--- config.mk ---
export PLATFORM = sky130hd
export DESIGN_NAME = multicycle_controller_flat
export DESIGN_NICKNAME = d
export VERILOG_FILES = /design/src/rtl/multicycle_controller_pkg.sv /design/src/rtl/multicycle_controller_if.sv /design/src/rtl/multicycle_controller_cond_unit.sv /design/src/rtl/multicycle_controller.sv /design/src/flat_wrapper.sv
export SDC_FILE = /design/constraint.sdc
export NUM_CORES = 1
export LEC_CHECK = 0
export ABC_AREA = 1
export CAP_MARGIN = 0
export CORE_MARGIN = 2
export CORE_UTILIZATION = 32
export DETAILED_ROUTE_END_ITERATION = 8
export PLACE_DENSITY = 0.68
export RECOVER_POWER = 50
export SYNTH_ARGS = -nofsm -noshare
export SYNTH_HDL_FRONTEND = slang
export SYNTH_SLANG_ARGS = --single-unit
--- constraint.sdc ---
create_clock -name clk -period 1.5 [get_ports clk]
set_input_delay 0.45 -clock clk [delete_from_list [all_inputs] [get_ports clk]]
set_output_delay 0.45 -clock clk [all_outputs]
set_load 0.01 [all_outputs]
--- src/rtl/multicycle_controller_pkg.sv ---
// Purpose: shared encodings, FSM state type and condition evaluation for the multicycle controller.
// Latency: n/a (types and a pure combinational helper).
// Backpressure: n/a.
package multicycle_controller_pkg;

    typedef logic [3:0] nzcv_t;

    typedef enum logic [3:0] {
        S_FETCH  = 4'd0,
        S_DECODE = 4'd1,
        S_MEMADR = 4'd2,
        S_MEMRD  = 4'd3,
        S_MEMWB  = 4'd4,
        S_MEMWR  = 4'd5,
        S_EXER   = 4'd6,
        S_EXEI   = 4'd7,
        S_ALUWB  = 4'd8,
        S_BRANCH = 4'd9
    } state_t;

    // Instruction class in IR[27:26]
    localparam logic [1:0] OP_DP    = 2'b00;
    localparam logic [1:0] OP_MEM   = 2'b01;
    localparam logic [1:0] OP_BR    = 2'b10;
    localparam logic [1:0] OP_UNDEF = 2'b11;

    // ALU operation select
    localparam logic [1:0] ALU_ADD = 2'b00;
    localparam logic [1:0] ALU_SUB = 2'b01;
    localparam logic [1:0] ALU_AND = 2'b10;
    localparam logic [1:0] ALU_ORR = 2'b11;

    // Result bus source
    localparam logic [1:0] RES_ALUOUT = 2'b00;
    localparam logic [1:0] RES_RDATA  = 2'b01;
    localparam logic [1:0] RES_ALU    = 2'b10;

    // ALU operand selects
    localparam logic       SRCA_RD1  = 1'b0;
    localparam logic       SRCA_PC   = 1'b1;
    localparam logic [1:0] SRCB_RD2  = 2'b00;
    localparam logic [1:0] SRCB_IMM  = 2'b01;
    localparam logic [1:0] SRCB_FOUR = 2'b10;

    // Data-processing cmd field IR[24:21]
    localparam logic [3:0] CMD_AND = 4'b0000;
    localparam logic [3:0] CMD_SUB = 4'b0010;
    localparam logic [3:0] CMD_ADD = 4'b0100;
    localparam logic [3:0] CMD_CMP = 4'b1010;
    localparam logic [3:0] CMD_ORR = 4'b1100;

    // Condition field IR[31:28]
    localparam logic [3:0] COND_EQ = 4'b0000;
    localparam logic [3:0] COND_NE = 4'b0001;
    localparam logic [3:0] COND_CS = 4'b0010;
    localparam logic [3:0] COND_CC = 4'b0011;
    localparam logic [3:0] COND_MI = 4'b0100;
    localparam logic [3:0] COND_PL = 4'b0101;
    localparam logic [3:0] COND_VS = 4'b0110;
    localparam logic [3:0] COND_VC = 4'b0111;
    localparam logic [3:0] COND_HI = 4'b1000;
    localparam logic [3:0] COND_LS = 4'b1001;
    localparam logic [3:0] COND_GE = 4'b1010;
    localparam logic [3:0] COND_LT = 4'b1011;
    localparam logic [3:0] COND_GT = 4'b1100;
    localparam logic [3:0] COND_LE = 4'b1101;
    localparam logic [3:0] COND_AL = 4'b1110;

    // Evaluate an ARM condition against NZCV; the 1111 encoding never executes.
    function automatic logic cond_eval(input logic [3:0] cond, input nzcv_t f);
        logic n, z, c, v;
        {n, z, c, v} = f;
        case (cond)
            COND_EQ: cond_eval = z;
            COND_NE: cond_eval = ~z;
            COND_CS: cond_eval = c;
            COND_CC: cond_eval = ~c;
            COND_MI: cond_eval = n;
            COND_PL: cond_eval = ~n;
            COND_VS: cond_eval = v;
            COND_VC: cond_eval = ~v;
            COND_HI: cond_eval = c & ~z;
            COND_LS: cond_eval = ~c | z;
            COND_GE: cond_eval = (n == v);
            COND_LT: cond_eval = (n != v);
            COND_GT: cond_eval = ~z & (n == v);
            COND_LE: cond_eval = z | (n != v);
            COND_AL: cond_eval = 1'b1;
            default: cond_eval = 1'b0;
        endcase
    endfunction

endpackage

--- src/rtl/multicycle_controller_if.sv ---
// Purpose: bundles instruction fields/ALU flags in and all datapath controls out.
// Latency: wires only.
// Backpressure: none; the controller never stalls.
interface multicycle_controller_if;
    import multicycle_controller_pkg::*;

    logic [3:0] instr_cond;
    logic [1:0] instr_op;
    logic [5:0] instr_funct;
    logic [3:0] instr_rd;
    nzcv_t      alu_flags;

    logic       pc_write;
    logic       adr_src;
    logic       ir_write;
    logic       mem_write;
    logic       reg_write;
    logic [1:0] result_src;
    logic       alu_src_a;
    logic [1:0] alu_src_b;
    logic [1:0] alu_control;
    logic [1:0] imm_src;
    logic [1:0] reg_src;
    logic [3:0] state;

    // Controller side
    modport master (
        input  instr_cond, instr_op, instr_funct, instr_rd, alu_flags,
        output pc_write, adr_src, ir_write, mem_write, reg_write, result_src,
               alu_src_a, alu_src_b, alu_control, imm_src, reg_src, state
    );

    // Datapath side
    modport slave (
        output instr_cond, instr_op, instr_funct, instr_rd, alu_flags,
        input  pc_write, adr_src, ir_write, mem_write, reg_write, result_src,
               alu_src_a, alu_src_b, alu_control, imm_src, reg_src, state
    );

endinterface

--- src/rtl/multicycle_controller_cond_unit.sv ---
// Purpose: NZCV flags register, flag-write masking and per-instruction condition latch.
// Latency: flags visible the cycle after execute; cond_ex_q valid the cycle after decode.
// Backpressure: none.
module multicycle_controller_cond_unit
    import multicycle_controller_pkg::*;
(
    input  logic       clk,
    input  logic       reset_n,
    input  logic [3:0] cond,
    input  nzcv_t      alu_flags,
    input  logic [1:0] flag_req,      // [1]=NZ write, [0]=CV write, before condition gating
    input  logic       ex_stage,
    input  logic       decode_stage,
    output logic       cond_ex_q
);

    nzcv_t      flags_q;
    logic [1:0] flag_we;
    logic       cond_ex;

    assign cond_ex = cond_eval(cond, flags_q);
    // A failed condition must not disturb the flags either.
    assign flag_we = flag_req & {2{ex_stage & cond_ex_q}};

    // Flags and condition latch; cond_ex_q holds for the rest of the instruction.
    always_ff @(posedge clk) begin
        if (!reset_n) begin
            flags_q   <= '0;
            cond_ex_q <= 1'b0;
        end else begin
            if (flag_we[1]) flags_q[3:2] <= alu_flags[3:2];
            if (flag_we[0]) flags_q[1:0] <= alu_flags[1:0];
            if (decode_stage) cond_ex_q <= cond_ex;
        end
    end

endmodule

--- src/rtl/multicycle_controller.sv ---
// Purpose: multicycle ARM-subset control FSM driving all datapath selects and write strobes.
// Latency: DP 4, LDR 5, STR 4, B 3, undefined 2 cycles per instruction.
// Backpressure: none; one state per cycle, strobes forced low while reset is asserted.
module multicycle_controller
    import multicycle_controller_pkg::*;
(
    input  logic                    clk,
    input  logic                    reset_n,
    multicycle_controller_if.master ctrl
);

    state_t     state_q;
    state_t     state_d;

    logic       next_pc;
    logic       branch;
    logic       mem_w;
    logic       reg_w;
    logic       ir_w;
    logic       adr_src;
    logic       alu_src_a;
    logic [1:0] alu_src_b;
    logic [1:0] result_src;
    logic       alu_op;

    logic [1:0] alu_ctrl_dp;
    logic       nz_req;
    logic       cv_req;
    logic       no_write;
    logic       ex_stage;
    logic       cond_ex_q;
    logic       rd_is_pc;

    logic [3:0] cmd;
    logic       s_bit;

    assign cmd   = ctrl.instr_funct[4:1];
    assign s_bit = ctrl.instr_funct[0];

    // State register; reset aborts any instruction in flight.
    always_ff @(posedge clk) begin
        if (!reset_n) state_q <= S_FETCH;
        else          state_q <= state_d;
    end

    // Next-state and per-state main-decoder outputs.
    always_comb begin
        state_d    = S_FETCH;
        next_pc    = 1'b0;
        branch     = 1'b0;
        mem_w      = 1'b0;
        reg_w      = 1'b0;
        ir_w       = 1'b0;
        adr_src    = 1'b0;
        alu_src_a  = SRCA_RD1;
        alu_src_b  = SRCB_RD2;
        result_src = RES_ALUOUT;
        alu_op     = 1'b0;
        case (state_q)
            S_FETCH: begin
                ir_w       = 1'b1;
                next_pc    = 1'b1;
                alu_src_a  = SRCA_PC;
                alu_src_b  = SRCB_FOUR;
                result_src = RES_ALU;
                state_d    = S_DECODE;
            end
            S_DECODE: begin
                // PC+4 again so an R15 read sees PC+8.
                alu_src_a = SRCA_PC;
                alu_src_b = SRCB_FOUR;
                case (ctrl.instr_op)
                    OP_DP:    state_d = ctrl.instr_funct[5] ? S_EXEI : S_EXER;
                    OP_MEM:   state_d = S_MEMADR;
                    OP_BR:    state_d = S_BRANCH;
                    OP_UNDEF: state_d = S_FETCH;
                    default:  state_d = S_FETCH;
                endcase
            end
            S_MEMADR: begin
                alu_src_b = SRCB_IMM;
                state_d   = ctrl.instr_funct[0] ? S_MEMRD : S_MEMWR;
            end
            S_MEMRD: begin
                adr_src = 1'b1;
                state_d = S_MEMWB;
            end
            S_MEMWB: begin
                result_src = RES_RDATA;
                reg_w      = 1'b1;
            end
            S_MEMWR: begin
                adr_src = 1'b1;
                mem_w   = 1'b1;
            end
            S_EXER: begin
                alu_op  = 1'b1;
                state_d = S_ALUWB;
            end
            S_EXEI: begin
                alu_src_b = SRCB_IMM;
                alu_op    = 1'b1;
                state_d   = S_ALUWB;
            end
            S_ALUWB: begin
                result_src = RES_ALUOUT;
                reg_w      = 1'b1;
            end
            S_BRANCH: begin
                alu_src_b  = SRCB_IMM;
                result_src = RES_ALU;
                branch     = 1'b1;
            end
            default: state_d = S_FETCH;
        endcase
    end

    // ALU decoder: operation, flag-write requests and register-write suppression.
    always_comb begin
        alu_ctrl_dp = ALU_ADD;
        nz_req      = 1'b0;
        cv_req      = 1'b0;
        no_write    = 1'b0;
        case (cmd)
            CMD_ADD: begin alu_ctrl_dp = ALU_ADD; nz_req = s_bit; cv_req = s_bit; end
            CMD_SUB: begin alu_ctrl_dp = ALU_SUB; nz_req = s_bit; cv_req = s_bit; end
            CMD_AND: begin alu_ctrl_dp = ALU_AND; nz_req = s_bit; end
            CMD_ORR: begin alu_ctrl_dp = ALU_ORR; nz_req = s_bit; end
            CMD_CMP: begin alu_ctrl_dp = ALU_SUB; nz_req = s_bit; cv_req = s_bit; no_write = 1'b1; end
            default: begin alu_ctrl_dp = ALU_ADD; no_write = 1'b1; end
        endcase
        // Memory instructions reuse these bits as P/U/B/W; never suppress their writeback.
        if (ctrl.instr_op != OP_DP) no_write = 1'b0;
    end

    assign ex_stage = (state_q == S_EXER) || (state_q == S_EXEI);
    assign rd_is_pc = (ctrl.instr_rd == 4'hF);

    multicycle_controller_cond_unit u_cond (
        .clk          (clk),
        .reset_n      (reset_n),
        .cond         (ctrl.instr_cond),
        .alu_flags    (ctrl.alu_flags),
        .flag_req     ({nz_req, cv_req}),
        .ex_stage     (ex_stage),
        .decode_stage (state_q == S_DECODE),
        .cond_ex_q    (cond_ex_q)
    );

    // Strobes are gated by the latched condition and forced off during reset.
    assign ctrl.ir_write    = ir_w & reset_n;
    assign ctrl.mem_write   = mem_w & cond_ex_q & reset_n;
    assign ctrl.reg_write   = reg_w & cond_ex_q & ~no_write & reset_n;
    assign ctrl.pc_write    = (next_pc | (cond_ex_q & (branch | (reg_w & rd_is_pc & ~no_write))))
                              & reset_n;

    assign ctrl.adr_src     = adr_src;
    assign ctrl.result_src  = result_src;
    assign ctrl.alu_src_a   = alu_src_a;
    assign ctrl.alu_src_b   = alu_src_b;
    assign ctrl.alu_control = alu_op ? alu_ctrl_dp : ALU_ADD;
    assign ctrl.imm_src     = ctrl.instr_op;
    assign ctrl.reg_src     = {(ctrl.instr_op == OP_MEM) & ~ctrl.instr_funct[0],
                               (ctrl.instr_op == OP_BR)};
    assign ctrl.state       = state_q;

endmodule
--- src/flat_wrapper.sv ---
// flat-port wrapper written by rule: the top's interface ports become plain ports
module multicycle_controller_flat import multicycle_controller_pkg::*;
  (clk, reset_n, ctrl_instr_cond, ctrl_instr_op, ctrl_instr_funct, ctrl_instr_rd, ctrl_alu_flags, ctrl_pc_write, ctrl_adr_src, ctrl_ir_write, ctrl_mem_write, ctrl_reg_write, ctrl_result_src, ctrl_alu_src_a, ctrl_alu_src_b, ctrl_alu_control, ctrl_imm_src, ctrl_reg_src, ctrl_state);
  multicycle_controller_if ctrl_i ();
  input  logic clk;
  input  logic reset_n;
  input wire logic [$bits(ctrl_i.instr_cond)-1:0] ctrl_instr_cond;
  input wire logic [$bits(ctrl_i.instr_op)-1:0] ctrl_instr_op;
  input wire logic [$bits(ctrl_i.instr_funct)-1:0] ctrl_instr_funct;
  input wire logic [$bits(ctrl_i.instr_rd)-1:0] ctrl_instr_rd;
  input wire logic [$bits(ctrl_i.alu_flags)-1:0] ctrl_alu_flags;
  output wire logic [$bits(ctrl_i.pc_write)-1:0] ctrl_pc_write;
  output wire logic [$bits(ctrl_i.adr_src)-1:0] ctrl_adr_src;
  output wire logic [$bits(ctrl_i.ir_write)-1:0] ctrl_ir_write;
  output wire logic [$bits(ctrl_i.mem_write)-1:0] ctrl_mem_write;
  output wire logic [$bits(ctrl_i.reg_write)-1:0] ctrl_reg_write;
  output wire logic [$bits(ctrl_i.result_src)-1:0] ctrl_result_src;
  output wire logic [$bits(ctrl_i.alu_src_a)-1:0] ctrl_alu_src_a;
  output wire logic [$bits(ctrl_i.alu_src_b)-1:0] ctrl_alu_src_b;
  output wire logic [$bits(ctrl_i.alu_control)-1:0] ctrl_alu_control;
  output wire logic [$bits(ctrl_i.imm_src)-1:0] ctrl_imm_src;
  output wire logic [$bits(ctrl_i.reg_src)-1:0] ctrl_reg_src;
  output wire logic [$bits(ctrl_i.state)-1:0] ctrl_state;
  assign ctrl_i.instr_cond = ctrl_instr_cond;
  assign ctrl_i.instr_op = ctrl_instr_op;
  assign ctrl_i.instr_funct = ctrl_instr_funct;
  assign ctrl_i.instr_rd = ctrl_instr_rd;
  assign ctrl_i.alu_flags = ctrl_alu_flags;
  assign ctrl_pc_write = ctrl_i.pc_write;
  assign ctrl_adr_src = ctrl_i.adr_src;
  assign ctrl_ir_write = ctrl_i.ir_write;
  assign ctrl_mem_write = ctrl_i.mem_write;
  assign ctrl_reg_write = ctrl_i.reg_write;
  assign ctrl_result_src = ctrl_i.result_src;
  assign ctrl_alu_src_a = ctrl_i.alu_src_a;
  assign ctrl_alu_src_b = ctrl_i.alu_src_b;
  assign ctrl_alu_control = ctrl_i.alu_control;
  assign ctrl_imm_src = ctrl_i.imm_src;
  assign ctrl_reg_src = ctrl_i.reg_src;
  assign ctrl_state = ctrl_i.state;
  multicycle_controller u_core (.clk(clk), .reset_n(reset_n), .ctrl(ctrl_i));
endmodule
== Word-level counts from Yosys, hierarchy flattened ==
Index checks and enable logic that the tools add are counted.

* Output and inout bits: 20
* Bits in registers: 9
* Word-level logic and storage cells: 98

* Reduce and logical (&&, ||, !) cells: 16
* Eq/ne operators: 33
* Mux-type cells: 20
* Bitwise operators: 25

{| class="wikitable"
|+ Operator list
! kind !! count
|-
| equality test 4 bit, second input constant || 12
|-
| equality test 4 x 3 -> 1 bit, second input constant || 9
|-
| equality test 4 x 2 -> 1 bit, second input constant || 5
|-
| case mux 4 bit (5 select lines) || 1
|-
| case mux 4 bit (4 select lines) || 1
|-
| case mux 1 bit (15 select lines) || 1
|-
| bitwise AND 1 bit || 14
|-
| logical NOT 4 bit || 3
|-
| two-way mux 1 bit || 12
|-
| OR reduction 2 bit || 6
|-
| equality test 4 x 1 -> 1 bit, second input constant || 2
|-
| case mux 2 bit (2 select lines) || 2
|-
| NOT 1 bit || 6
|-
| case mux 2 bit (3 select lines) || 1
|-
| OR reduction 3 bit || 2
|-
| OR reduction 5 bit || 1
|-
| equality test 2 bit, second input constant || 2
|-
| OR 1 bit || 4
|-
| OR reduction 4 bit || 1
|-
| two-way mux 3 bit || 1
|-
| bitwise AND 2 bit || 1
|-
| equality test 2 x 1 -> 1 bit, second input constant || 1
|-
| logical NOT 2 bit || 1
|-
| two-way mux 2 bit || 1
|-
| other kinds (4) || 4
|}

== Logic depth before layout (Yosys ltp) ==
Gate-level depths: netlist of run 1.

* Depth in word-level cells: 10
* Gate-level depth with buffers: 11
* Gate-level depth less buffers: 11

== Cells and area by module ==
From an unflattened synthesis of run 1, not the netlist that was laid out.

* Cells, all modules: 155
* Area total of the unflattened synthesis: 848.3 um^2

{| class="wikitable"
|+ Modules (own cells, without submodules)
! module !! cells each !! area an instance (um^2) !! times used
|-
| multicycle_controller || 82 || 460.4 || 1
|-
| multicycle_controller_cond_unit || 73 || 387.9 || 1
|}

== Worst setup path before layout of run 1 ==
OpenSTA, ideal clock, no wires.

* Path kind: input to output
* Start point: input port ctrl_instr_funct[2]
* End point: output port ctrl_pc_write
* Arrival: 1.175 ns
* Stages: 7
* Path slack: -0.125 ns
* Required time: 1.050 ns
* Path buffers: 0
* Cell sequence: nor2_1 > nand2_1 > nand2_1 > nand2_1 > nand2_1 > o21ai_0 > a21boi_1

* Longest elaborated chain between the ends: 10
* Elaborated cells between the ends (all ways): 13
* Classes of those cells: 3 x eq/ne; 2 x mux; 6 x bitwise; 2 x reduce/logical

{| class="wikitable"
|+ Ends and longest elaborated chain
! what !! RTL line !! source
|-
| from (decl) || flat_wrapper.sv:9 || <nowiki>input wire logic [$bits(ctrl_i.instr_funct)-1:0] ctrl_instr_funct;</nowiki>
|-
| equality test 4 x 3 -> 1 bit (tied with other cells) || multicycle_controller.sv:124 || <nowiki>case (cmd)</nowiki>
|-
| OR reduction 4 bit (no source line) * || -- ||
|-
| two-way mux 1 bit * || multicycle_controller.sv:124 ||
|-
| two-way mux 1 bit * || multicycle_controller.sv:133 || <nowiki>if (ctrl.instr_op != OP_DP) no_write = 1'b0;</nowiki>
|-
| NOT 1 bit * || multicycle_controller.sv:154 || <nowiki>assign ctrl.pc_write = (next_pc | (cond_ex_q & (branch | (reg_w & rd_is_pc & ~no_write))))</nowiki>
|-
| bitwise AND 1 bit * || multicycle_controller.sv:154 ||
|-
| OR 1 bit * || multicycle_controller.sv:154 ||
|-
| bitwise AND 1 bit * || multicycle_controller.sv:154 ||
|-
| OR 1 bit * || multicycle_controller.sv:154 ||
|-
| bitwise AND 1 bit * || multicycle_controller.sv:155 || <nowiki>& reset_n;</nowiki>
|-
| to (decl) || flat_wrapper.sv:12 || <nowiki>output wire logic [$bits(ctrl_i.pc_write)-1:0] ctrl_pc_write;</nowiki>
|}

Mark *: on every way between the ends. The rest lies on a longest branch, timed or not.

== Worst setup path in the final report of run 1 ==
* Start point: register u_core.state_q[2], in the netlist u_core.ctrl.state[2]
* End point: output port ctrl_pc_write

* Longest elaborated chain between the ends: 9
* Elaborated cells between the ends (all ways): 14
* Classes of those cells: 3 x eq/ne; 3 x mux; 6 x bitwise; 2 x reduce/logical

{| class="wikitable"
|+ Ends and longest elaborated chain
! what !! RTL line !! source
|-
| from (decl) || multicycle_controller.sv:12 || <nowiki>state_t state_q;</nowiki>
|-
| from (signal assigned) || multicycle_controller.sv:43 || <nowiki>else state_q <= state_d;</nowiki>
|-
| equality test 4 bit / equality test 4 x 3 -> 1 bit (equally long branches) || multicycle_controller.sv:59 || <nowiki>case (state_q)</nowiki>
|-
| OR reduction 2 bit (no source line) || -- ||
|-
| two-way mux 1 bit || multicycle_controller.sv:59 ||
|-
| bitwise AND 1 bit (2 in a row) || multicycle_controller.sv:154 ||
|-
| OR 1 bit || multicycle_controller.sv:154 ||
|-
| bitwise AND 1 bit || multicycle_controller.sv:154 ||
|-
| OR 1 bit * || multicycle_controller.sv:154 ||
|-
| bitwise AND 1 bit * || multicycle_controller.sv:155 ||
|}

Marked as above.

==> flow_summary_export.csv, run 1 <==
group,metric,value,unit
outcome,outcome,"finished with violations",
outcome,violations,"negative setup slack",
drt,finalWirelength,3.40,mm
timing,skew,0.00898,ns
clock_network,cts_tree,"yes",
synthesis,yosysWarnings,0,
critical_path,start_kind,"flop",
finish,final_cell_mix,"nand2_1 (39), buf_4 (38), nor2_1 (17), inv_1 (16), buf_2 (14)",
worst_hold_path,hold_path.class,"flop to flop",
synthesis,seq_area_frac_synth,21.0,%
die,die_h,55.8,um
die,core.rowCount,18,
critical_path,critical_path_arrival,1.35,ns
synthesis,synth_area_leaders,"dfxtp_1 (21%), nand2_1 (20%), nor2_1 (11%)",
global_route,antenna_found_initial,0,
finish,design_area,1780,um2
synthesis,synth_nets,178,
timing,setup_viol,14,
synthesis,syn_inst,156,
clock_network,cts.sink_count,9,
finish,layout.nets,268,
drt,drtIter0Drc,47,
power,ir_drop,683,uV
finish,utilization,71.4,%
worst_hold_path,min_from,"u_core.u_cond.flags_q[0]",
synthesis,syn_area,858,um2
drt,firstDrtPassIters,5,
timing,slew_viol_final,0,
synthesis,yosys_register_bits,9,
placed_design,dp_hpwl,2.35,mm
placed_design,place_area,1560,um2
global_route,grt_overflow,0,
finish,fillers,215,
clock_network,numCtsBuffers,3,
power,power_density,593,nW/um2
clock_network,htreeDepth,1,
power,p_leak,0.936,nW
die,io_pins,42,
die,die_area,3110,um2
global_route,grtUsageMet2,42.2,%
drt,routedWlPerCell,12.4,um
power,p_sw,0.397,mW
critical_path,r2r_start,"u_core.ctrl.state[2]",
finish,multi_input_area,707,um2
synthesis,synth_top_area_share,21.0,%
die,coreArea,2500,um2
flow_run,maxCapViolations,0,
die,start_util,34.3,%
timing,fin_crit_sh,120,%
timing,grt_setup_unrepaired,"yes",
global_route,grt_pass1_wl,5.44,mm
clock_network,ctsHoldBuffers,0,
power,p_sw_share,37.5,%
worst_hold_path,whs_path_depth,2,
clock_network,path_clk_slew,0.07,ns
global_route,met1_usage,20.4,%
timing,setup_ws,-0.303,ns
timing,tightestPinTransition,0.297,ns
drt,route.detailed.drc,0,
finish,regArea,190,um2
synthesis,synth_largest_area_cell,"dfxtp_1",
placed_design,io_buffers,41,
timing,fmax,555,MHz
global_route,grt_use_total,21.4,%
timing,finalHoldViolCount,0,
finish,area_growth,108,%
critical_path,crit_required,1.05,ns
placed_design,gp_congestion,0.923,
global_route,grt_pass1_vias,1370,
critical_path,rr_worst_depth,8,
synthesis,syn-mean-instance-area,5.50,um2
finish,n_antenna_cell,0,
clock_network,clk_latency,0.27,ns
power,pwr-share-clk,18.9,%
finish,drive_gt1_share,49.0,%
power,seqPwrFrac,25.7,%
timing,maxSlewHeadroom,80.2,%
finish,final_common_cell,"nand2_1",
power,p_int,0.661,mW
global_route,top_usage_layer,"met2",
drt,ant_nets,0,
critical_path,endpoint_kind,"output pin",
global_route,use_met3,4.65,%
critical_path,crit_type,"flop to output pin",
synthesis,ys_types,23,
clock_network,cts_root_buf,"clkbuf_4",
timing,min_period,1.80,ns
global_route,grt_max_degree,8,
critical_path,r2r_setup_slack,-0.02,ns
clock_network,cts.path.max_buffers,2,
die,fp.dieW,55.8,um
drt,vias,1334,
critical_path,r2r-end,"u_core.ctrl.state[3]",
drt,vias_per_cell,4.85,
critical_path,cp_max_fo,3,
power,pwr-share-comb,55.5,%
worst_hold_path,holdPathEnd,"u_core.u_cond.flags_q[0]",
-- critical path, cell delays in order, from the launching register on --
cell,delay (ns)
dfxtp_4,0.38
inv_6,0.07
nand2_4,0.05
nor2_4,0.10
inv_2,0.06
o21ai_1,0.13
a21boi_2,0.16
buf_2,0.13
-- power groups by stage --
stage / Combinational, mW / Sequential (mW) / Clock [mW]
global route: 0.633 / 0.274 / 0.216
finish: 0.587 / 0.272 / 0.200
global placement: 0.491 / 0.267 / 0
CTS: 0.530 / 0.266 / 0.188
floorplan: 0.181 / 0.280 / 0
detailed placement: 0.497 / 0.268 / 0
-- cell type report --
class                      instances  area share [%]
clock buffer                       4            1.47
inverter                          26            6.45
multi-input combinational        119            39.6
sequential                         9            10.7
tap                               30            2.10
timing repair buffer              87            39.7
-- worst max path at each step --
stage | startpoint | end | cells after the start
after floorplan | ctrl_instr_funct[1] | ctrl_pc_write | 6
after global placement | ctrl_instr_funct[1] | ctrl_pc_write | 8
after detailed placement | ctrl_instr_funct[1] | ctrl_pc_write | 8
after CTS | u_core.ctrl.state[3] | ctrl_result_src[1] | 6
after global routing | u_core.ctrl.state[3] | ctrl_pc_write | 7
final | u_core.ctrl.state[2] | ctrl_pc_write | 7
-- sequential cells by signal, indices dropped and copies added (netlist names) --
signal / cells
u_core.ctrl.state: 4
u_core.u_cond.cond_ex_q: 1
u_core.u_cond.flags_q: 4
-- synth_stat cells, drive strengths merged --
cell type,number
nor2,28
a31oi,2
o21bai,1
nand3b,1
nand4,1
nand3,13
dfxtp,9
inv,26
o21ai,7
a211oi,2
a21boi,1
a21oi,10
buf,2
nand2,50
nor3,3
-- logic make-up after synthesis --
logic type / count (synthesis) / synth area share (%)
compound gates: 23 / 14.9
buf+inv: 28 / 13.1
flops: 9 / 21.0
simple gates: 96 / 51.0
-- metal layers --
metal	up-vias	share of wire (%)
met5	-	0
met2	48	57
met3	8	5.6
li1	666	-
met1	612	35
met4	0	1.9
-- metrics by stage --
step | total power, mW | worst slack, ns | instances | TNS, ns | hold WS (ns)
after global routing | 1.12 | -0.377 | 275 | -3.39 | 0.546
after floorplan | 0.461 | -0.0527 | 156 | -0.0953 | 0.463
after global placement | 0.759 | -0.992 | 259 | -10.52 | 0.501
after CTS | 0.984 | -0.292 | 272 | -2.06 | 0.521
final | 1.06 | -0.303 | 275 | -2.56 | 0.515
after detailed placement | 0.765 | -1.08 | 259 | -11.15 | 0.510
-- timing repair --
item                       4_1_cts  5_1_grt
setup endpoints to repair       23       20
resized for setup              140       37
pin swaps                       21       14
setup buffers                   11        5
No activity file was read; power rests on OpenSTA's default activity.
==> inputs of run 2 (changes only) <==
--- a/config.mk
+++ b/config.mk
@@ -5,12 +5,11 @@
 export SDC_FILE = /design/constraint.sdc
 export NUM_CORES = 1
 export LEC_CHECK = 0
-export ABC_AREA = 1
 export CAP_MARGIN = 0
 export CORE_MARGIN = 2
 export CORE_UTILIZATION = 32
 export DETAILED_ROUTE_END_ITERATION = 8
-export PLACE_DENSITY = 0.68
+export PLACE_DENSITY = 0.69
 export RECOVER_POWER = 50
 export SYNTH_ARGS = -nofsm -noshare
 export SYNTH_HDL_FRONTEND = slang
==> flow_summary_export.csv, run 2 <==
group,metric,value,unit
critical_path,critical-path-max-stage-delay,0.37,ns
finish,area_growth,114,%
synthesis,syn_area,830,um2
clock_network,path_clk_slew,0.06,ns
timing,fmax,531,MHz
drt,ant_nets,0,
synthesis,synth_area_leaders,"dfxtp_1 (22%), mux2i_1 (8.4%), nor2b_1 (8.3%)",
flow_run,maxCapViolations,0,
synthesis,synth_nets,132,
clock_network,cts.sink_count,9,
clock_network,ctsHoldBuffers,0,
synthesis,synth_flop_cell,"dfxtp_1",
drt,vias,1157,
die,coreArea,2480,um2
synthesis,ys_types,38,
placed_design,place_area,1520,um2
worst_hold_path,hold_path.class,"flop to flop",
synthesis,seq_area_frac_synth,21.7,%
critical_path,crit_cells,6,
timing,min_period,1.88,ns
critical_path,cp_max_fo,5,
finish,final_cell_mix,"buf_4 (27), buf_6 (20), buf_2 (17), nor2_1 (10), clkdlybuf4s50_1 (10)",
die,die_h,54.9,um
clock_network,cts_root_buf,"clkbuf_4",
global_route,grt_use_total,22.9,%
drt,vias_per_cell,5.21,
power,seqPwrFrac,29.2,%
synthesis,yosysMostFrequentCell,"nor2b_1",
die,core.rowCount,18,
power,ir_drop,681,uV
timing,skew,0.00288,ns
drt,routedWlPerCell,15.2,um
worst_hold_path,whs_path_depth,2,
placed_design,io_buffers,41,
drt,drtIter0Drc,13,
die,start_util,33.5,%
critical_path,critical_path_arrival,1.43,ns
synthesis,synth_edf_count,0,
power,p_sw_share,33.0,%
critical_path,cp_num_buf_inv,3,
clock_network,cts_tree,"yes",
outcome,violations,"negative setup slack",
finish,drive_gt1_share,53.1,%
power,p_sw,0.302,mW
critical_path,rr_worst_depth,7,
die,fp.dieW,54.9,um
power,p_leak,0.733,nW
finish,layout.nets,215,
global_route,grt_max_degree,9,
synthesis,yosys_register_bits,9,
finish,fillers,202,
finish,final_common_cell,"buf_4",
critical_path,critPathTopFamily,"buffers and inverters",
finish,n_antenna_cell,0,
clock_network,htreeDepth,1,
placed_design,gp_congestion,0.817,
die,io_pins,42,
critical_path,crit_required,1.05,ns
timing,tns,-3.08,ns
die,die_area,3020,um2
critical_path,crit_type,"flop to output pin",
timing,setup_viol,19,
timing,finalHoldViolCount,0,
synthesis,syn_inst,110,
drt,route.detailed.drc,0,
power,pwr-share-clk,20.1,%
clock_network,clk_latency,0.26,ns
global_route,antenna_found_initial,0,
critical_path,endpoint_kind,"output pin",
synthesis,yosysWarnings,0,
synthesis,synth_largest_area_cell,"dfxtp_1",
power,pwr-share-comb,50.7,%
clock_network,cts.path.max_buffers,2,
timing,grt_setup_unrepaired,"yes",
power,p_int,0.612,mW
power,power_density,514,nW/um2
timing,slew_viol_final,0,
drt,finalWirelength,3.37,mm
global_route,grt_pass1_wl,4.87,mm
global_route,grt_overflow,0,
global_route,grt_pass1_vias,1146,
synthesis,synth_top_area_share,21.7,%
synthesis,async_flop_share,0,%
synthesis,synth_common_cells,"nor2b_1 (11), nor2_1 (10), dfxtp_1 (9)",
timing,tightestPinTransition,0.283,ns
placed_design,dp_hpwl,2.20,mm
critical_path,crit_slowest_cell,"dfxtp_4",
critical_path,crit_path_cell_trace,"buf_6 > xor2_4 > nor3_4 > buf_4 > o22a_1 > buf_2",
timing,setup_ws,-0.383,ns
outcome,outcome,"finished with violations",
critical_path,start_kind,"flop",
clock_network,numCtsBuffers,3,
finish,design_area,1780,um2
timing,fin_crit_sh,126,%
drt,firstDrtPassIters,4,
synthesis,syn-mean-instance-area,7.54,um2
timing,maxSlewHeadroom,80.9,%
-- run 2: changes by cell type after synthesis, moves of 5 or more --
cell | before | now
nor2b_1 | 0 | 11
mux2i_1 | 0 | 7
nor2_1 | 25 | 10
nand3_1 | 12 | 2
nand2_1 | 45 | 7
nor3_1 | 2 | 7
a21oi_1 | 10 | 4
inv_1 | 23 | 4
-- run 2: cell families (layout without fill, tap and decap cells) --
logic type	Yosys count	count (layout)	share of synthesized area (%)
AOI/OAI and AO/OA	21	21	19.6
DFF	9	9	21.7
and+or+nand+nor	54	54	36.2
buffers and inverters	12	94	6.63
muxes	7	7	8.45
xor gates and xnor gates	7	7	7.39
-- run 2: worst paths after layout --
check / startpoint / end / slack (ns)
worst max-delay path: u_core.ctrl.state[3] / ctrl_pc_write / -0.38
worst min-delay path: u_core.u_cond.flags_q[1] / u_core.u_cond.flags_q[1] / 0.57
worst max register to register: u_core.ctrl.state[1] / u_core.u_cond.flags_q[3] / -0.13
worst min register to register: u_core.u_cond.flags_q[1] / u_core.u_cond.flags_q[1] / 0.57
-- run 2: repair_timing --
item                                    4_1_cts  5_1_grt
cloned                                        0        0
resized for setup                           138       17
endpoints found under the hold margin         0        0
setup buffers                                17        2
endpoints found under the setup margin       26       21
pin swaps                                    15       11
-- run 2: power groups by stage --
stage / sequential [mW] / clock [mW] / combinational, mW
final: 0.267 / 0.183 / 0.463
after global routing: 0.269 / 0.210 / 0.493
after CTS: 0.261 / 0.189 / 0.429
after detailed placement: 0.268 / 0 / 0.377
after global placement: 0.268 / 0 / 0.369
after floorplan: 0.264 / 0 / 0.155
-- run 2: worst reg2reg max path, delay by kind of cell, from the launching register on --
kind                   cells  cell delay (ns)
buffers and inverters      2             0.26
DFF                        1             0.40
and+or+nand+nor            3             0.44
muxes                      1             0.22
AOI/OAI and AO/OA          1             0.20
-- run 2: layout make-up --
cell class	count	area, um2	share of cell area (%)
multi-input combinational	89	798	44.9
timing repair buffer	86	704	39.6
sequential	9	195	11.0
tap	30	37.5	2.11
clock buffer	4	26.3	1.48
inverter	4	15.0	0.845
-- run 2: per-layer routing --
metal | global-route usage, % | up-vias | part of all wire [%] | wire length, um
met1 | 20.9 | 539 | 36 | 1220
met3 | 4.30 | 10 | 6.3 | 212
met5 | 0 | - | 0 | 0
li1 | - | 557 | - | -
met2 | 48.2 | 51 | 56 | 1890
met4 | 8.54 | 0 | 1.5 | 49
-- run 2: through the flow --
stage	power, mW	cells	setup WS [ns]	hold WS [ns]	utilization (%)
final	0.914	222	-0.383	0.570	71.7
after detailed placement	0.645	203	-1.10	0.566	61.2
after CTS	0.879	222	-0.379	0.573	69.7
after global placement	0.636	203	-1.08	0.547	61.2
after floorplan	0.419	110	-0.0905	0.520	-
after global routing	0.972	222	-0.453	0.602	71.7
